<file path="src/rtl/eroder_pkg.sv">
// Shared constants and helpers for the binary morphology blocks (eroder/dilator).
// Holds the default structuring element and the window/coordinate arithmetic.
package eroder_pkg;

  localparam logic [24:0] DEFAULT_STRUCT_ELM = 25'b01110_11111_11111_11111_01110;

  function automatic int ceil_log2(input int n);
    int r;
    r = 0;
    for (int i = 0; i < 31; i++) begin
      if ((1 << i) < n) r = i + 1;
    end
    return r;
  endfunction

  // Window center lags the timing counter by r, wrapping modulo the counter period.
  function automatic logic [10:0] center_coord(input logic [10:0] pos, input int r,
                                               input int total);
    int v;
    v = int'(pos) - r;
    if (v < 0) v = v + total;
    return 11'(v);
  endfunction

  function automatic logic tap_inside(input logic [10:0] c, input int d, input int lim);
    int v;
    v = int'(c) + d;
    return (v >= 0) && (v < lim);
  endfunction

endpackage

</file>
<file path="src/rtl/eroder_bin_line_ram.sv">
// One-bit simple dual-port line buffer with synchronous read; maps onto block RAM.
module bin_line_ram
  import eroder_pkg::*;
#(
  parameter int DEPTH = 640,
  parameter int AW    = ceil_log2(DEPTH)
) (
  input  logic          clk,
  input  logic          we_i,
  input  logic [AW-1:0] waddr_i,
  input  logic          wdata_i,
  input  logic [AW-1:0] raddr_i,
  output logic          rdata_o
);

  logic mem_q [DEPTH];
  logic rdata_q;

  // NOTE: storage and read register carry no reset so the array infers block RAM.
  always_ff @(posedge clk) begin
    if (we_i) mem_q[waddr_i] <= wdata_i;
    rdata_q <= mem_q[raddr_i];
  end

  assign rdata_o = rdata_q;

endmodule

</file>
<file path="src/rtl/eroder.sv">
// Streaming binary erosion over a WIN_SIZE x WIN_SIZE window built from a line-RAM ring.
// Output for center (cx,cy) is registered on the edge that samples input (cx+R,cy+R).
module eroder
  import eroder_pkg::*;
#(
  parameter int H_IMG_RES = 640,
  parameter int V_IMG_RES = 480,
  parameter int H_TOTAL   = 800,
  parameter int V_TOTAL   = 525,
  parameter int WIN_SIZE  = 5,
  parameter logic [WIN_SIZE*WIN_SIZE-1:0] STRUCT_ELM = DEFAULT_STRUCT_ELM,
  parameter logic BORDER_VAL = 1'b0
) (
  input  logic        clk,
  input  logic        rst_n,
  input  logic [10:0] hpos,
  input  logic [10:0] vpos,
  input  logic        in_pix,
  output logic        out_pix,
  output logic        out_valid,
  output logic [10:0] out_hpos,
  output logic [10:0] out_vpos
);

  localparam int R  = WIN_SIZE / 2;
  localparam int NL = WIN_SIZE - 1;
  localparam int LW = ceil_log2(NL);
  localparam int AW = ceil_log2(H_IMG_RES);
  localparam logic [10:0] H_ACT  = 11'(H_IMG_RES);
  localparam logic [10:0] V_ACT  = 11'(V_IMG_RES);
  localparam logic [10:0] H_LAST = 11'(H_TOTAL - 1);
  localparam logic [LW-1:0] LINE_LAST = LW'(NL - 1);

  logic          active;
  logic [LW-1:0] wr_line_q, wr_line_d, wr_sel;
  logic [10:0]   next_h;
  logic [AW-1:0] raddr;
  logic [NL-1:0] rd;
  logic [WIN_SIZE-1:0] col;
  logic [WIN_SIZE-1:0] win_q [NL];
  logic [WIN_SIZE-1:0] win   [WIN_SIZE];
  logic [10:0]   cx, cy;
  logic          valid, result;
  logic          out_pix_q, out_valid_q;
  logic [10:0]   out_hpos_q, out_vpos_q;

  assign active = (hpos < H_ACT) && (vpos < V_ACT);
  // Frame start forces line 0 combinationally so pixel (0,0) lands in the same RAM as its line.
  assign wr_sel = (hpos == '0 && vpos == '0) ? '0 : wr_line_q;

  always_comb begin
    wr_line_d = wr_sel;
    if (active && hpos == H_ACT - 11'd1) wr_line_d = (wr_sel == LINE_LAST) ? '0 : wr_sel + 1'b1;
  end

  // Synchronous RAM read is issued one pixel ahead so data aligns with the live pixel.
  assign next_h = (hpos == H_LAST) ? '0 : hpos + 11'd1;
  assign raddr  = (next_h < H_ACT) ? next_h[AW-1:0] : '0;

  for (genvar i = 0; i < NL; i++) begin : g_line
    bin_line_ram #(.DEPTH(H_IMG_RES), .AW(AW)) u_ram (
      .clk     (clk),
      .we_i    (active && wr_sel == LW'(i)),
      .waddr_i (hpos[AW-1:0]),
      .wdata_i (in_pix),
      .raddr_i (raddr),
      .rdata_o (rd[i])
    );
  end

  // NOTE: every always_comb output gets a default first, so no latch can be inferred.
  always_comb begin
    int idx;
    col = '0;
    col[WIN_SIZE-1] = in_pix;
    for (int k = 0; k < NL; k++) begin
      idx = int'(wr_sel) + k;
      if (idx >= NL) idx = idx - NL;
      col[k] = rd[idx];
    end
    for (int c = 0; c < WIN_SIZE; c++) win[c] = (c < NL) ? win_q[c] : col;
  end

  assign cx = center_coord(hpos, R, H_TOTAL);
  assign cy = center_coord(vpos, R, V_TOTAL);
  assign valid = (cx < H_ACT) && (cy < V_ACT);

  always_comb begin
    logic tap;
    result = 1'b1;
    for (int r = 0; r < WIN_SIZE; r++) begin
      for (int c = 0; c < WIN_SIZE; c++) begin
        tap = (tap_inside(cx, c - R, H_IMG_RES) && tap_inside(cy, r - R, V_IMG_RES))
              ? win[c][r] : BORDER_VAL;
        if (STRUCT_ELM[WIN_SIZE*r + c]) result = result & tap;
      end
    end
  end

  // NOTE: sequential state uses non-blocking assignments so all registers update together.
  always_ff @(posedge clk or negedge rst_n) begin
    if (!rst_n) begin
      wr_line_q   <= '0;
      for (int c = 0; c < NL; c++) win_q[c] <= '0;
      out_pix_q   <= 1'b0;
      out_valid_q <= 1'b0;
      out_hpos_q  <= '0;
      out_vpos_q  <= '0;
    end else begin
      wr_line_q <= wr_line_d;
      for (int c = 0; c < NL; c++) win_q[c] <= win[c+1];
      out_pix_q   <= result & valid;
      out_valid_q <= valid;
      out_hpos_q  <= cx;
      out_vpos_q  <= cy;
    end
  end

  assign out_pix   = out_pix_q;
  assign out_valid = out_valid_q;
  assign out_hpos  = out_hpos_q;
  assign out_vpos  = out_vpos_q;

endmodule

</file>
<file path="config.mk">
export PLATFORM = sky130hd
export DESIGN_NAME = eroder
export DESIGN_NICKNAME = d
export VERILOG_FILES = /design/src/rtl/eroder_pkg.sv /design/src/rtl/eroder_bin_line_ram.sv /design/src/rtl/eroder.sv
export SDC_FILE = /design/constraint.sdc
export NUM_CORES = 2
export LEC_CHECK = 0
export CORE_UTILIZATION = 45
export CTS_CLUSTER_SIZE = 20
export DETAILED_ROUTE_END_ITERATION = 10
export HOLD_SLACK_MARGIN = 0.03
export PLACE_DENSITY = 0.62
export SYNTH_ARGS = -nofsm -noshare
export SYNTH_HDL_FRONTEND = slang
export SYNTH_SLANG_ARGS = --single-unit
</file>
<file path="constraint.sdc">
create_clock -name clk -period 2.8 [get_ports clk]
set_input_delay 0.42 -clock clk [delete_from_list [all_inputs] [get_ports clk]]
set_output_delay 0.42 -clock clk [all_outputs]
set_load 0.03 [all_outputs]
</file>
-- Word level (Yosys, flattened, before mapping)
Memory sizes are Yosys's and may differ from the RTL's. A register that Yosys moved wholly into a read port is not among the register bits.
Cells that the tools add are included.
- equality and inequality tests: 5
- bitwise operators: 21
- multiplexer cells: 52
- shift-type cells: 0
- reduce and logical (&&, ||, !) cells: 42
- divide/modulo/power cells: 0
- $lt $le $gt $ge: 35
- add/sub/neg operators: 21
- multipliers: 0
- operator list (kind ; count):
    32-bit by 4-bit less-than comparator with 1-bit output (second input constant) ; 4
    32-bit two-way mux ; 4
    13-bit by 1-bit >= comparator with 1-bit output (second input constant) ; 4
    12-bit by 1-bit >= comparator with 1-bit output (second input constant) ; 4
    11-bit by 10-bit less-than comparator with 1-bit output (second input constant) ; 4
    1-bit logical AND ; 39
    1-bit two-way mux ; 37
    11-bit by 9-bit less-than comparator with 1-bit output (second input constant) ; 3
    11-bit two-way mux ; 3
    32-bit by 10-bit less-than comparator with 1-bit output (second input constant) ; 1
    12-bit by 1-bit adder with 13-bit output (second input constant) ; 2
    12-bit by 2-bit adder with 13-bit output (second input constant) ; 2
    13-bit by 10-bit less-than comparator with 1-bit output (second input constant) ; 2
    13-bit by 11-bit less-than comparator with 1-bit output (second input constant) ; 2
    11-bit by 1-bit adder with 12-bit output (second input constant) ; 2
    11-bit by 2-bit adder with 12-bit output (second input constant) ; 2
    12-bit by 1-bit less-than comparator with 1-bit output (second input constant) ; 2
    12-bit by 10-bit less-than comparator with 1-bit output (second input constant) ; 2
    11-bit by 2-bit subtractor with 12-bit output (second input constant) ; 2
    11-bit adder (second input constant) ; 2
    11-bit by 10-bit == test with 1-bit output (second input constant) ; 2
    11-bit by 1-bit >= comparator with 1-bit output (second input constant) ; 2
    11-bit logical NOT ; 2
    1-bit AND ; 21
    other kinds (15) ; 26
- memories: 4
- bits of input ports: 25
- memory bits (read-only): 0
- RAM bits: 2560
- bits in latches: 0
- flip-flop bits (word level): 45
- memories (memory ; words ; bits a word ; read ports ; clocked after Yosys merged registers in ; wr ports ; line ; RTL):
    g_line[0].u_ram.mem_q ; 640 ; 1 ; 1 ; 1 ; 1 ; eroder_bin_line_ram.sv:16 ; logic mem_q [DEPTH];
    g_line[1].u_ram.mem_q ; 640 ; 1 ; 1 ; 1 ; 1 ; eroder_bin_line_ram.sv:16 ;
    g_line[2].u_ram.mem_q ; 640 ; 1 ; 1 ; 1 ; 1 ; eroder_bin_line_ram.sv:16 ;
    g_line[3].u_ram.mem_q ; 640 ; 1 ; 1 ; 1 ; 1 ; eroder_bin_line_ram.sv:16 ;

-- Depth between registers and ports, before layout
- depth after elaboration: 29
- mapped depth: 21
- gate-level depth less buffers: 14

-- By module
From an unflattened synthesis, not the netlist that was laid out.
- cell total of the unflattened synthesis: 8301
- area, all modules: 115853.6 µm²
- by module, submodules not included (module ; cells each ; instances ; area an instance (µm²)):
    bin_line_ram ; 1982 ; 4 ; 28157.0
    eroder ; 373 ; 1 ; 3225.6

-- Worst setup path before layout
OpenSTA, ideal clock, no wires.
- kind: input to register
- from: input hpos[0]
- to: register g_line[3].u_ram.rdata_q (read register of g_line[3].u_ram.mem_q)
- setup slack: -1.341 ns
- stages: 20
- required time: 2.721 ns
- arrival time: 4.062 ns
- path through: buf_2 -> inv_1 -> clkbuf_1 -> clkbuf_1 -> clkbuf_1 -> ha_1 -> inv_1 -> a41o_1 -> nor3_1 -> clkbuf_1 -> clkbuf_1 -> nand2_1 -> nand3_1 -> o22ai_1 -> a22oi_1 -> a31oi_1 -> or4_1 -> o31ai_1 -> o31ai_1 -> o211ai_1
- cells in the longest elaborated chain, start to end: 4
- elaborated cells on any way between the ends: 5
- ends and longest elaborated chain (element ; line ; RTL):
    start, declared ; eroder.sv:16 ; input logic [10:0] hpos,
    11-bit by 1-bit adder with 11-bit output or 11-bit by 10-bit == test with 1-bit output (tied branches) ; eroder.sv:57 ; assign next_h = (hpos == H_LAST) ? '0 : hpos + 11'd1;
    11-bit two-way mux (*) ; eroder.sv:57 ;
    11-bit by 10-bit less-than comparator with 1-bit output ; eroder.sv:58 ; assign raddr = (next_h < H_ACT) ? next_h[AW-1:0] : '0;
    10-bit two-way mux (*) ; eroder.sv:58 ;
    end, declared ; eroder_bin_line_ram.sv:17 ; logic rdata_q;
Every way passes the cells marked *; elsewhere a longest branch is shown, timed or not.

-- Worst setup path after layout
- from: input hpos[1]
- to: register g_line[3].u_ram.rdata_q (read register of g_line[3].u_ram.mem_q)
The elaborated chain is that of the path after synthesis.

==> impl_metrics.ini <==
[status]
status = complete, but fails checks
violations = negative setup slack

[worst_setup_path]
critPathMaxFanout = 8
crit_family = simple AND/OR/NAND/NOR gates
slowest_stage = nor4_4
reg2reg_slack_ns = 0.37
crit_type = input pin to flop
critPathArrivalTime_ns = 4.39
worstPathRequired_ns = 3.66
cp_num_buf_inv = 6
critPathLaunchType = input pin
slowest_delay_ns = 0.44
path_cells = buf_12 > ha_4 > nand4_1 > buf_4 > o31a_1 > or2_4 > nor3_4 > buf_12 > nand2_8 > buf_16 > buf_8 > mux2i_2 > a32oi_1 > o2111ai_1 > a22o_4 > nor4_4 > buf_4 > nor4_2 > o211ai_1
worstSetupEndpointType = flop

[final_layout]
ff_latch_area_um2 = 78100
fillers = 20990
final_layout_size_suffix_gt1_frac = 0.250
multi_input_area_um2 = 39600
fin_nets = 11078
syn2layout_area_growth_pct = 26.4
final_cell_area_um2 = 149000

[floorplanning]
dieWidth_um = 513
core_um2 = 260000
dieHeight_um = 513
die_area_um2 = 264000
core.rowCount = 187
start_util = 0.453
boundaryPins = 49

[detailed_routing]
drtIter0Drc = 12619
via_per_inst = 6.26
drc = 0
drt_pass1_iterations = 6
routed_wirelength_um = 402000
detail-route-antenna-nets = 0
wl_per_cell_um = 27.3
vias = 92257

[synthesis]
synth-main-ff-cell = edfxtp_1
synthAdderAreaFrac = 0.00234
synth_compound_area_frac = 0.0845
synth_mux_area_frac = 0.0185
synth_top_family_by_area = simple AND/OR/NAND/NOR gates
synth_cells = 10403
ys_ff_latch = 2608
synth_top_area_cell = edfxtp_1
synth.avg_cell_area_um2 = 11.3
synth_edf_count = 2560
yosys.area_share.simple = 0.187
syn-num-nets = 10450
ys_seq_area_frac = 0.663
synth_area_leaders = edfxtp_1, nor3_1, nand2_1
synth_top_area_share = 0.653
netlist_area_um2 = 118000
synth_xor_xnor_area_share = 0.00171
async_reset_ff_frac = 0.0169
synth_cell_types = 85
yosysWarnings = 0

[placed_design]
dp_hpwl_um = 243000
pre_cts_ws_ns = -2.79
dpl_cell_area_um2 = 136000
gp_congestion = 0.916
portBuffers = 48

[flow_run]
maxCapViolations = 0

[grt]
grt_pass1_wl_um = 586000
first_global_vias = 88979
grt_usage = 0.296
grt_max_degree = 151
antenna_found_initial = 10
overflow = 0

[power]
cellPowerDensity_nw_per_um2 = 587
total_power_mw = 87.4
p_leak_nw = 48.0
vdd_drop_max_mv = 0.724

[cts]
clk_pin_slew_ns = 0.06
cts_sinks = 2608
cts_tree = yes
clk_latency_ns = 0.97
htreeDepth = 5
cts_buffers = 300
clockBufferDepth = 4
cts_root_buffer = clkbuf_16

[timing]
finalCriticalPeriod_ns = 3.52
hold_viol_final = 0
rsz0062_at_grt = true
slew_headroom = 0.213
setup_slack_ns = -0.722
drv_slew = 0
setup_viol = 5
post-route-period-util = 1.26
worstMarginPinSlew_ns = 1.18
finalClockSkew_ns = 0.0904
max_freq_ghz = 0.284

[worst_hold_path]
hold_path_class = input pin to flop
-- path summary, 6_finish.rpt --
path,startpoint,to,cells after the start
worst max-delay path,hpos[1],g_line[3].u_ram.rdata_o,19
worst min register to register,win[16],win[21],0
min in group asynchronous,rst_n,out_hpos[6],2
max in group asynchronous,rst_n,win[5],2
worst max register to register,g_line[3].u_ram.mem_q[169],g_line[3].u_ram.rdata_o,9
worst min-delay path,hpos[5],out_hpos[5],5
-- through the flow --
| stage | setup TNS (ns) | cells | utilization | hold WS (ns) |
|---|---|---|---|---|
| 6_report | -2.74 | 14741 | 0.572 | 0.0770 |
| 5_1_grt | -2.91 | 14738 | 0.572 | 0.0512 |
| 4_1_cts | -2.54 | 14662 | 0.565 | 0.0368 |
| 3_5_place_dp | -2722.69 | 14076 | 0.522 | 0.364 |
| 3_3_place_gp | -2570.63 | 14076 | 0.522 | 0.358 |
| 2_1_floorplan | -494.39 | 10403 | - | 0.124 |
-- what timing repair did --
item | 4_1_cts | 5_1_grt
buffers inserted | 57 | 60
hold buffers | 4 | 0
pin swaps | 73 | 102
hold endpoints to repair | 50 | 0
gates resized for setup | 305 | 209
setup endpoints to repair | 2282 | 122
cloned | 19 | 17
-- kinds of logic (layout without fill, tap and decap cells) --
family                     Yosys count  in the layout
AOI/OAI and AO/OA                 1540           1540
buffers and inverters             1242           2073
other                                0              9
muxes                              184            184
and+or+nand+nor                   4784           4786
xor gates and xnor gates            23             23
DFF                               2608           2608
adders and majority gates           22             22
-- power breakdown --
part	internal, mW	leakage, nW	switching [mW]
Sequential	42.9	23.6	0.0718
Combinational	2.65	20.0	4.57
Clock	21.6	4.44	15.6
Total	67.2	48.0	20.2
-- cell usage after synthesis (56+ instances only) --
cell type,number
o21ai_0,188
nand2_1,1486
nor2_1,544
nor3_1,2162
mux2i_1,157
a32oi_1,75
o22ai_1,64
and3_1,106
a221oi_1,76
nand3_1,294
nand4_1,63
a21oi_1,529
clkbuf_1,898
a211oi_1,95
buf_2,220
edfxtp_1,2560
a31oi_1,105
a22oi_1,203
buf_1,56
-- per-layer routing --
metal  wire (um)  vias to the layer above  track usage
li1            -                    40119            -
met1      158000                    46328        0.404
met2      185000                     4942        0.463
met3       39100                      864       0.0504
met4       20400                        4        0.139
met5          20                        -            0
-- cell type report --
cell class | count | share of cell area
diodes | 9 | 0.000151
clock buffers | 372 | 0.0533
clock inverters | 135 | 0.00763
inverters | 39 | 0.00106
multi-input cells | 6555 | 0.266
flip-flops and latches | 2608 | 0.525
well taps | 3496 | 0.0294
repair buffers | 1527 | 0.118
-- state kept, by name (all words and copies together), names as in the netlist --
name,cells
wr_line_q,2
out_hpos,11
out_vpos,11
win,18
g_line.u_ram.mem_q,2560
out_valid,1
g_line.u_ram.rdata_o,4
out_pix,1
-- worst reg2reg max path, delay by kind of cell (launching register included) --
family,cells,cell delay (ns)
buffers and inverters,1,0.14
AND/OR/NAND/NOR,2,0.71
flip-flops,1,0.35
AO/OA/AOI/OAI,6,1.10
-- placed cells by master, fill, tap and decap left out, types with 104 or more instances in the layout --
master,n
nor3_2,496
a21oi_1,503
mux2i_1,154
buf_4,987
nand2_1,1438
nand3_1,268
and3_1,104
a22oi_1,193
nor3_1,1661
o21ai_0,124
nor2_1,441
edfxtp_1,2560
buf_12,373
clkbuf_16,323
Note: power is estimated with default switching activity, not from simulation.
